<file path="config.mk">
export PLATFORM = sky130hd
export DESIGN_NAME = axi4_stream_pkt_sel_flat
export DESIGN_NICKNAME = d
export VERILOG_FILES = /design/src/rtl/axi4_stream_if.sv /design/src/rtl/axi4_stream_pkt_sel.sv /design/src/flat_wrapper.sv
export SDC_FILE = /design/constraint.sdc
export NUM_CORES = 1
export LEC_CHECK = 0
export CAP_MARGIN = 20
export CORE_MARGIN = 3
export CORE_UTILIZATION = 45
export CTS_BUF_LIST = sky130_fd_sc_hd__clkbuf_2 sky130_fd_sc_hd__clkbuf_4 sky130_fd_sc_hd__clkbuf_8
export DETAILED_ROUTE_END_ITERATION = 7
export PLACE_DENSITY = 0.87
export SYNTH_ARGS = -nofsm -noshare
export SYNTH_HDL_FRONTEND = slang
export SYNTH_SLANG_ARGS = --single-unit
</file>
<file path="constraint.sdc">
create_clock -name clk -period 1.4 [get_ports clk]
set_input_delay 0.35 -clock clk [delete_from_list [all_inputs] [get_ports clk]]
set_output_delay 0.35 -clock clk [all_outputs]
set_load 0.005 [all_outputs]
</file>
<file path="src/rtl/axi4_stream_if.sv">
// ---------------------------------------------------------------------------
// axi4_stream_if
//
// Purpose:
//   Bundle of AXI4-Stream handshake and payload signals shared by a producer
//   and a consumer. Each beat carries DN data elements of type DT. It also
//   carries one TKEEP bit per element and a TLAST packet delimiter.
//
// Signals:
//   tdata   DN x DT  payload elements
//   tkeep   DN       per-element keep strobes
//   tlast   1        last beat of a packet
//   tvalid  1        producer has a beat on the bus
//   tready  1        consumer can take the beat
//
// Modports:
//   s / master  producer side (drives payload and tvalid, samples tready)
//   d / slave   consumer side (samples payload and tvalid, drives tready)
// ---------------------------------------------------------------------------
interface axi4_stream_if #(
    parameter int  DN = 1,
    parameter type DT = logic [8-1:0]
) ();

    DT    [DN-1:0] tdata;
    logic [DN-1:0] tkeep;
    logic          tlast;
    logic          tvalid;
    logic          tready;

    modport s (
        output tdata,
        output tkeep,
        output tlast,
        output tvalid,
        input  tready
    );

    modport d (
        input  tdata,
        input  tkeep,
        input  tlast,
        input  tvalid,
        output tready
    );

    modport master (
        output tdata,
        output tkeep,
        output tlast,
        output tvalid,
        input  tready
    );

    modport slave (
        input  tdata,
        input  tkeep,
        input  tlast,
        input  tvalid,
        output tready
    );

endinterface

</file>
<file path="src/rtl/axi4_stream_pkt_sel.sv">
// ---------------------------------------------------------------------------
// axi4_stream_pkt_sel
//
// Purpose:
//   Registered, packet-aware select stage placed in front of an AXI4-Stream
//   demux. The requested output port is sampled only on the first beat of a
//   packet. Every beat of that packet is then tagged with the latched select.
//   Each tag travels with its beat through a two-entry (head + skid) buffer.
//   As a result, the downstream demux never switches ports in the middle of a
//   packet. The stream also gets a full register cut on both the data path
//   and tready.
//
// Parameters:
//   SN  number of demux output ports
//   SW  select width
//   DN  data elements per beat
//   DT  data element type
//
// Ports:
//   clk      clock
//   rst      asynchronous, active-high reset
//   sel_req  requested output port, sampled at packet starts only
//   sti      input stream (consumer side)
//   sto      output stream towards the demux (producer side)
//   sel      select tag of the current output beat (demux sel)
//   busy     an input packet has started but its last beat is not yet taken
//   err      sticky flag, set when an out-of-range sel_req is sampled
// ---------------------------------------------------------------------------
module axi4_stream_pkt_sel #(
    parameter int  SN = 2,
    parameter int  SW = $clog2(SN),
    parameter int  DN = 1,
    parameter type DT = logic [8-1:0]
) (
    input  logic          clk,
    input  logic          rst,
    input  logic [SW-1:0] sel_req,
    axi4_stream_if.d      sti,
    axi4_stream_if.s      sto,
    output logic [SW-1:0] sel,
    output logic          busy,
    output logic          err
);

    // Buffer occupancy: nothing held, head only, or head plus skid.
    typedef enum logic [1:0] {
        EMPTY,
        ONE,
        TWO
    } occ_t;

    occ_t occ_q;
    occ_t occ_d;

    DT    [DN-1:0] head_data;
    logic [DN-1:0] head_keep;
    logic          head_last;
    logic [SW-1:0] head_tag;

    DT    [DN-1:0] skid_data;
    logic [DN-1:0] skid_keep;
    logic          skid_last;
    logic [SW-1:0] skid_tag;

    logic          ready_q;
    logic          busy_q;
    logic          err_q;
    logic [SW-1:0] sel_cur;

    logic          accept;
    logic          xfer;
    logic          req_oor;
    logic [SW-1:0] req_clamped;
    logic [SW-1:0] in_tag;

    logic          load_head_in;
    logic          load_head_skid;
    logic          load_skid;

    // Handshake qualifiers. The output is valid whenever the head entry is
    // occupied. The input side uses only the registered ready.
    assign accept     = sti.tvalid & ready_q;
    assign xfer       = sto.tvalid & sto.tready;
    assign sto.tvalid = (occ_q != EMPTY);
    assign sti.tready = ready_q;

    // Range clamp for the requested port. When SN fills the select width
    // exactly, no request can be out of range, so the comparison is left out.
    if (SN == (1 << SW)) begin : g_no_clamp
        assign req_oor     = 1'b0;
        assign req_clamped = sel_req;
    end else begin : g_clamp
        assign req_oor     = (sel_req >= SW'(SN));
        assign req_clamped = req_oor ? SW'(SN - 1) : sel_req;
    end

    // The first beat of a packet takes the freshly clamped request. Later
    // beats reuse the select latched at the packet start.
    assign in_tag = busy_q ? sel_cur : req_clamped;

    // Next-occupancy and buffer steering. In ONE, a simultaneous accept and
    // transfer replaces the head in place. In TWO, the input is stalled, so
    // only a drain of the head, refilled from the skid, can happen.
    always_comb begin
        occ_d          = occ_q;
        load_head_in   = 1'b0;
        load_head_skid = 1'b0;
        load_skid      = 1'b0;
        case (occ_q)
            EMPTY: begin
                if (accept) begin
                    occ_d        = ONE;
                    load_head_in = 1'b1;
                end
            end
            ONE: begin
                if (accept && !xfer) begin
                    occ_d     = TWO;
                    load_skid = 1'b1;
                end else if (!accept && xfer) begin
                    occ_d = EMPTY;
                end else if (accept && xfer) begin
                    load_head_in = 1'b1;
                end
            end
            TWO: begin
                if (xfer) begin
                    occ_d          = ONE;
                    load_head_skid = 1'b1;
                end
            end
            default: begin
                occ_d = EMPTY;
            end
        endcase
    end

    // Occupancy register and registered input ready. Ready reflects
    // "skid will be empty", so it never depends combinationally on sto.tready.
    // It is held low while in reset.
    always_ff @(posedge clk or posedge rst) begin
        if (rst) begin
            occ_q   <= EMPTY;
            ready_q <= 1'b0;
        end else begin
            occ_q   <= occ_d;
            ready_q <= (occ_d != TWO);
        end
    end

    // Head entry. On a drain to empty it is left untouched. As a result,
    // head_tag keeps presenting the select of the last transferred beat.
    always_ff @(posedge clk or posedge rst) begin
        if (rst) begin
            head_data <= '0;
            head_keep <= '0;
            head_last <= 1'b0;
            head_tag  <= '0;
        end else if (load_head_in) begin
            head_data <= sti.tdata;
            head_keep <= sti.tkeep;
            head_last <= sti.tlast;
            head_tag  <= in_tag;
        end else if (load_head_skid) begin
            head_data <= skid_data;
            head_keep <= skid_keep;
            head_last <= skid_last;
            head_tag  <= skid_tag;
        end
    end

    // Skid entry. It catches the beat that arrives while the head is stalled.
    always_ff @(posedge clk or posedge rst) begin
        if (rst) begin
            skid_data <= '0;
            skid_keep <= '0;
            skid_last <= 1'b0;
            skid_tag  <= '0;
        end else if (load_skid) begin
            skid_data <= sti.tdata;
            skid_keep <= sti.tkeep;
            skid_last <= sti.tlast;
            skid_tag  <= in_tag;
        end
    end

    // Packet tracking. busy marks that a packet is open. The select is
    // latched on the first beat. err records any clamped request and stays
    // set until reset.
    always_ff @(posedge clk or posedge rst) begin
        if (rst) begin
            busy_q  <= 1'b0;
            sel_cur <= '0;
            err_q   <= 1'b0;
        end else if (accept) begin
            busy_q <= !sti.tlast;
            if (!busy_q) begin
                sel_cur <= req_clamped;
                if (req_oor) begin
                    err_q <= 1'b1;
                end
            end
        end
    end

    assign sto.tdata = head_data;
    assign sto.tkeep = head_keep;
    assign sto.tlast = head_last;
    assign sel       = head_tag;
    assign busy      = busy_q;
    assign err       = err_q;

endmodule
</file>
<file path="src/flat_wrapper.sv">
// flat-port wrapper written by rule: the top's interface ports become plain ports
module axi4_stream_pkt_sel_flat 
#(
    parameter int  SN = 2,
    parameter int  SW = $clog2(SN),
    parameter int  DN = 1,
    parameter type DT = logic [8-1:0]
)
  (clk, rst, sel_req, sel, busy, err, sti_tdata, sti_tkeep, sti_tlast, sti_tvalid, sti_tready, sto_tdata, sto_tkeep, sto_tlast, sto_tvalid, sto_tready);
  axi4_stream_if #(.DN(DN), .DT(DT)) sti_i ();
  axi4_stream_if #(.DN(DN), .DT(DT)) sto_i ();
  input  logic clk;
  input  logic rst;
  input  logic [SW-1:0] sel_req;
  output logic [SW-1:0] sel;
  output logic busy;
  output logic err;
  input wire logic [$bits(sti_i.tdata)-1:0] sti_tdata;
  input wire logic [$bits(sti_i.tkeep)-1:0] sti_tkeep;
  input wire logic [$bits(sti_i.tlast)-1:0] sti_tlast;
  input wire logic [$bits(sti_i.tvalid)-1:0] sti_tvalid;
  output wire logic [$bits(sti_i.tready)-1:0] sti_tready;
  output wire logic [$bits(sto_i.tdata)-1:0] sto_tdata;
  output wire logic [$bits(sto_i.tkeep)-1:0] sto_tkeep;
  output wire logic [$bits(sto_i.tlast)-1:0] sto_tlast;
  output wire logic [$bits(sto_i.tvalid)-1:0] sto_tvalid;
  input wire logic [$bits(sto_i.tready)-1:0] sto_tready;
  assign sti_i.tdata = sti_tdata;
  assign sti_i.tkeep = sti_tkeep;
  assign sti_i.tlast = sti_tlast;
  assign sti_i.tvalid = sti_tvalid;
  assign sti_tready = sti_i.tready;
  assign sto_tdata = sto_i.tdata;
  assign sto_tkeep = sto_i.tkeep;
  assign sto_tlast = sto_i.tlast;
  assign sto_tvalid = sto_i.tvalid;
  assign sto_i.tready = sto_tready;
  axi4_stream_pkt_sel #(.SN(SN), .SW(SW), .DN(DN), .DT(DT)) u_core (.clk(clk), .rst(rst), .sel_req(sel_req), .sti(sti_i), .sto(sto_i), .sel(sel), .busy(busy), .err(err));
endmodule
</file>
; Word-level counts from Yosys, hierarchy flattened
; Index checks and enable logic that the tools add are counted.
[word_totals]
inputBits = 15
romBits = 0
out_inout_bits = 15
reg_bits = 27
latch_bits = 0
ram_bits = 0
memories = 0
[op_classes]
n_shift = 0
n_reduce_logical = 9
n_mul = 0
n_mux = 23
eq_ne = 3
n_addsub = 0
bitwise = 2
n_div = 0
order_cmp = 0
[ops]
columns = operator, count
row1 = $mux W8, 2
row2 = $mux W1, 15
row3 = $mux W2, 4
row4 = $pmux W2 S3, 1
row5 = $reduce_bool A2 Y1, 2
row6 = $logic_and A1 B1 Y1, 3
row7 = $logic_not A1 Y1, 3
row8 = $and A1 B1 Y1, 2
row9 = $eq A2 B1 Y1 const B, 1
row10 = $eq A2 B2 Y1 const B, 1
row11 = $logic_not A2 Y1, 1
row12 = $ne A2 B2 Y1 const B, 1
row13 = $pmux W1 S2, 1

; Depth between registers and ports, before layout
[logic_depth]
ltp_word = 8
depth_mapped = 4

; Worst setup path after synthesis
; No wires, ideal clock.
[synth_path]
kind = register to register
from = reg u_core.occ_q[0]
to = reg u_core.skid_data[0] (netlist name)
period_less_slack_ns = 1.469
setup_slack_ns = -0.069
stages_incl_launch_ff = 5
t_arrival_ns = 1.344
required_ns = 1.275
cell_sequence = dfrtp_1 -> nor2b_1 -> nor3b_2 -> buf_4 -> mux2_2
[synth_via]
elab_chain_len = 6
elab_cells_between_ends = 7
classes_between = 1 x eq/ne / 2 x mux / 1 x bitwise / 3 x reduce/logical
[synth_rtl]
columns = element, line_no
row1 = start: declaration, axi4_stream_pkt_sel.sv:52  ; occ_t occ_q;
row2 = start signal: assignment, axi4_stream_pkt_sel.sv:143  ; occ_q <= EMPTY;
row3 = start signal: assignment, axi4_stream_pkt_sel.sv:146  ; occ_q <= occ_d;
row4 = $reduce_bool A2 Y1, axi4_stream_pkt_sel.sv:84  ; assign sto.tvalid = (occ_q != EMPTY);
row5 = $and A1 B1 Y1, axi4_stream_pkt_sel.sv:83  ; assign xfer = sto.tvalid & sto.tready;
row6 = $logic_not A1 Y1, axi4_stream_pkt_sel.sv:117  ; if (accept && !xfer) begin
row7 = $logic_and A1 B1 Y1, axi4_stream_pkt_sel.sv:117
row8 = $mux W1, axi4_stream_pkt_sel.sv:117
row9 = $mux W1 (*), axi4_stream_pkt_sel.sv:109  ; case (occ_q)
row10 = end signal: assignment, axi4_stream_pkt_sel.sv:180  ; skid_data <= sti.tdata;
row11 = end: declaration, axi4_stream_pkt_sel.sv:60  ; DT [DN-1:0] skid_data;
; Every way passes the cells marked *; elsewhere a longest branch is shown, timed or not.
; A chain may end at the register's enable or synchronous reset.

; Worst setup path in the final report
[layout_path]
from = reg u_core.occ_q[0]
to = reg u_core.skid_data[6] (netlist name)
; The elaborated chain is that of the path after synthesis.

==> results.md <==
- For this design the ratio of total power to cell area is 1860 nW/um^2.
- Relative to the synthesized area, the layout overhead comes to 47.4%.
- The largest vdd supply drop is 1.06 mV.
- The tree is rooted in a clkbuf_4.
- The number of detailed-route iterations in the first pass is 3.
- The die width is 57.7 um.
- For this run, the total global-route usage over all layers was measured as 0.151.
- The residual antenna-violating net count after detailed routing is 0.
- The floorplan step set the die height to 57.7 um.
- The top fanout value on the critical path is 5.
- The arrival time of the worst setup path is 1.79 ns.
- The pre-CTS worst setup slack is -0.509 ns.
- The via density per instance is 5.27.
- The path category of the worst min-delay check is in2async.
- The leakage power summed over all cells is 0.844 nW.
- The start-to-end type of the worst setup path is reg2reg.
- Counting every net in the synthesized netlist gives 100.
- The count of non-filler cells in the finished layout is 161.
- The number of max-slew violations in the final report is 0.
- Summing all placed instances gives a cell area of 1590 um^2.
- The maximum clock rate is 640 MHz.
- The run finished, with violations left.
- For this run, the share of the core covered by cells in the final layout is 0.710.
- At the later pin of the worst-skew pair, clock insertion delay measures 0.32 ns.
- The worst-case hold slack is 0.344 ns.
- The residual DRC count is 0.
- The post-placement cell count is 148.
- After routing the design area is 1770 um^2.
- The final reports fail on setup timing.
- After legalization and detailed placement, the total HPWL measured 1570 um.
- The worst register-to-register path has a setup slack of -0.16 ns.
- In the final routed layout, each cell accounts on average for 16.0 um.
- The detailed router's first-iteration violation count is 20.
- On the final layout, the worst clock skew is 0.00190 ns.
- The count of port buffers added during placement is 28.
- The number of global-route vias before repair is 860.
- Of the synthesized area, sequential elements account for 0.561.
- The clock period minus worst slack is 1.56 ns.
- The core region is 2500 um^2.
- The setup slack of the critical path after layout is -0.162 ns.
- In this run the number of H-tree levels came out at 1.
- The ratio of final minimum period to clock period is 1.12.
- The sort of element at the end of the critical path is a flip-flop.
- The library cell used most frequently in the layout, excluding fill and tap cells, is dfrtp_1.
- The clock edge transition at the registers on the reported setup and hold paths is 0.14 ns.
- Across all layers, the routed design uses 849 vias.
- The number of placement rows is 18.
- For this configuration, the core starts out at a cell density of 0.481.
- Max-cap violations in this run came to 0.
- The number of clock buffers added by TritonCTS is 3.
- The first global-routing pass estimated 3900 um of wire.
- The floorplan step defined a die boundary enclosing 3330 um^2.
- Setup repair after global routing could not meet its margin everywhere.
- The number of library cell types mapped by synthesis is 19.
- The antenna cell count is 0.
- At the worst endpoint, the required time is 1.62 ns.
- The register bit count reported by yosys is 27.
- Setup violations remaining at the end of the flow were counted as 25.
- The number of antenna violations at the first check in global routing came to 0.
- The clock drives 27 sinks.
- The category of the worst setup path launch point is a flip-flop.
- The number of primary I/O pins is 30.
- Counting every instance in the synthesized netlist gives 85.
- The mapped netlist covers 1200 um^2.
- For the final routed database, the setup TNS stands at -3.04 ns.
- The routability-driven placement congestion ratio is 0.681.
- The count of endpoints failing hold in the final timing report is 0.
- Entering global routing, the biggest net connects 28 pins.
- The count of filler cells inserted in the layout is 189.
- TritonCTS built the clock tree.
- The total overflow reported by the global router is 0.
- Wires add up to 2570 um.
- The final layout contains 147 nets.
- The maximum number of buffers from clock root to sink is 2.
- The final total power is 3.29 mW.
- Each instance of the synthesized netlist takes up on average 14.2 um^2.
- The library cells used most frequently in the layout, excluding fill and tap cells, are dfrtp_1, mux2_4, clkdlybuf4s50_1, dlygate4sd2_1, buf_4.
- Of the cells placed in the final design, the portion with a size suffix greater than 1 is 0.427.
- The Yosys step of the flow raised 0 warnings.
[logic make-up (layout without fill, tap and decap cells)]
kind of cell	after synthesis	count (layout)	synth area share
buffers and inverters	6	51	0.0343
flip-flops	27	27	0.561
other	1	1	0.00312
multiplexers	35	35	0.322
AND/OR/NAND/NOR	12	13	0.0593
AO/OA/AOI/OAI	4	4	0.0198
[cell type report]
cell class                 count  area (um^2)  share of cell area
sequential                    27          676               0.381
multi-input combinational     53          598               0.337
inverter                       2         7.51             0.00423
timing repair buffer          45          425               0.240
clock buffer                   4         30.0              0.0169
tap                           30         37.5              0.0212
[worst max-delay path, cell delays in order, from the launching register on]
cell	delay, ns
dfrtp_1	0.39
buf_6	0.10
nor2b_4	0.18
nor3b_4	0.31
buf_6	0.18
mux2_4	0.30
[layer usage]
layer	global-route usage	wire length, um
met2	0.252	1250
met3	0.0356	111
met5	0	0
met1	0.197	1170
met4	0.0464	36
[timing repair]
action,4_1_cts,5_1_grt
gates resized for setup,23,27
cloned,1,0
setup endpoints to repair,34,29
hold buffers,0,0
pin swaps,0,1
buffers inserted,4,4
[path summary, 6_finish.rpt]
path	depth (start not counted)	endpoint	startpoint
worst max-delay path	5	u_core.skid_data[6]$_DFFE_PP0P_	u_core.occ_q[0]$_DFF_PP0_
worst min-delay path	3	u_core.skid_data[0]$_DFFE_PP0P_	rst
worst max register to register	5	u_core.skid_data[6]$_DFFE_PP0P_	u_core.occ_q[0]$_DFF_PP0_
worst min register to register	2	u_core.sel_cur$_DFFE_PP0P_	u_core.sel_cur$_DFFE_PP0P_
max in group asynchronous	3	u_core.skid_data[4]$_DFFE_PP0P_	rst
min in group clk	2	u_core.sel_cur$_DFFE_PP0P_	u_core.sel_cur$_DFFE_PP0P_
[cells in the mapped netlist (all sizes together)]
| cell type | count | area [um^2] |
|---|---|---|
| mux2 | 30 | 338 |
| dfrtp | 27 | 676 |
| mux2i | 5 | 50.1 |
| buf | 4 | 33.8 |
| nand2 | 4 | 15.0 |
| inv | 2 | 7.51 |
| nor3b | 2 | 20.0 |
| o21ai | 2 | 10.0 |
| or2 | 2 | 12.5 |
| conb | 1 | 3.75 |
| nand3b | 1 | 7.51 |
| nor2 | 1 | 3.75 |
| nor2b | 1 | 6.26 |
| o21a | 1 | 7.51 |
| o22ai | 1 | 6.26 |
| or3 | 1 | 6.26 |
[sequential cells by signal (all words and copies together) (netlist names)]
signal and flops:
u_core.sel_cur 1, u_core.busy 1, u_core.skid_data 8, u_core.occ_q 2
u_core.skid_last 1, u_core.sti.tready 1, u_core.skid_keep 1, u_core.sto.tkeep 1
u_core.skid_tag 1, u_core.sel 1, u_core.sto.tlast 1, u_core.sto.tdata 8
[power breakdown]
part | switching [mW] | leakage, nW | internal [mW]
clock | 0.221 | 0.0184 | 0.131
combinational | 0.498 | 0.506 | 1.09
sequential | 0.206 | 0.319 | 1.15
total | 0.925 | 0.844 | 2.37
Power figures use the tool's default switching activity.
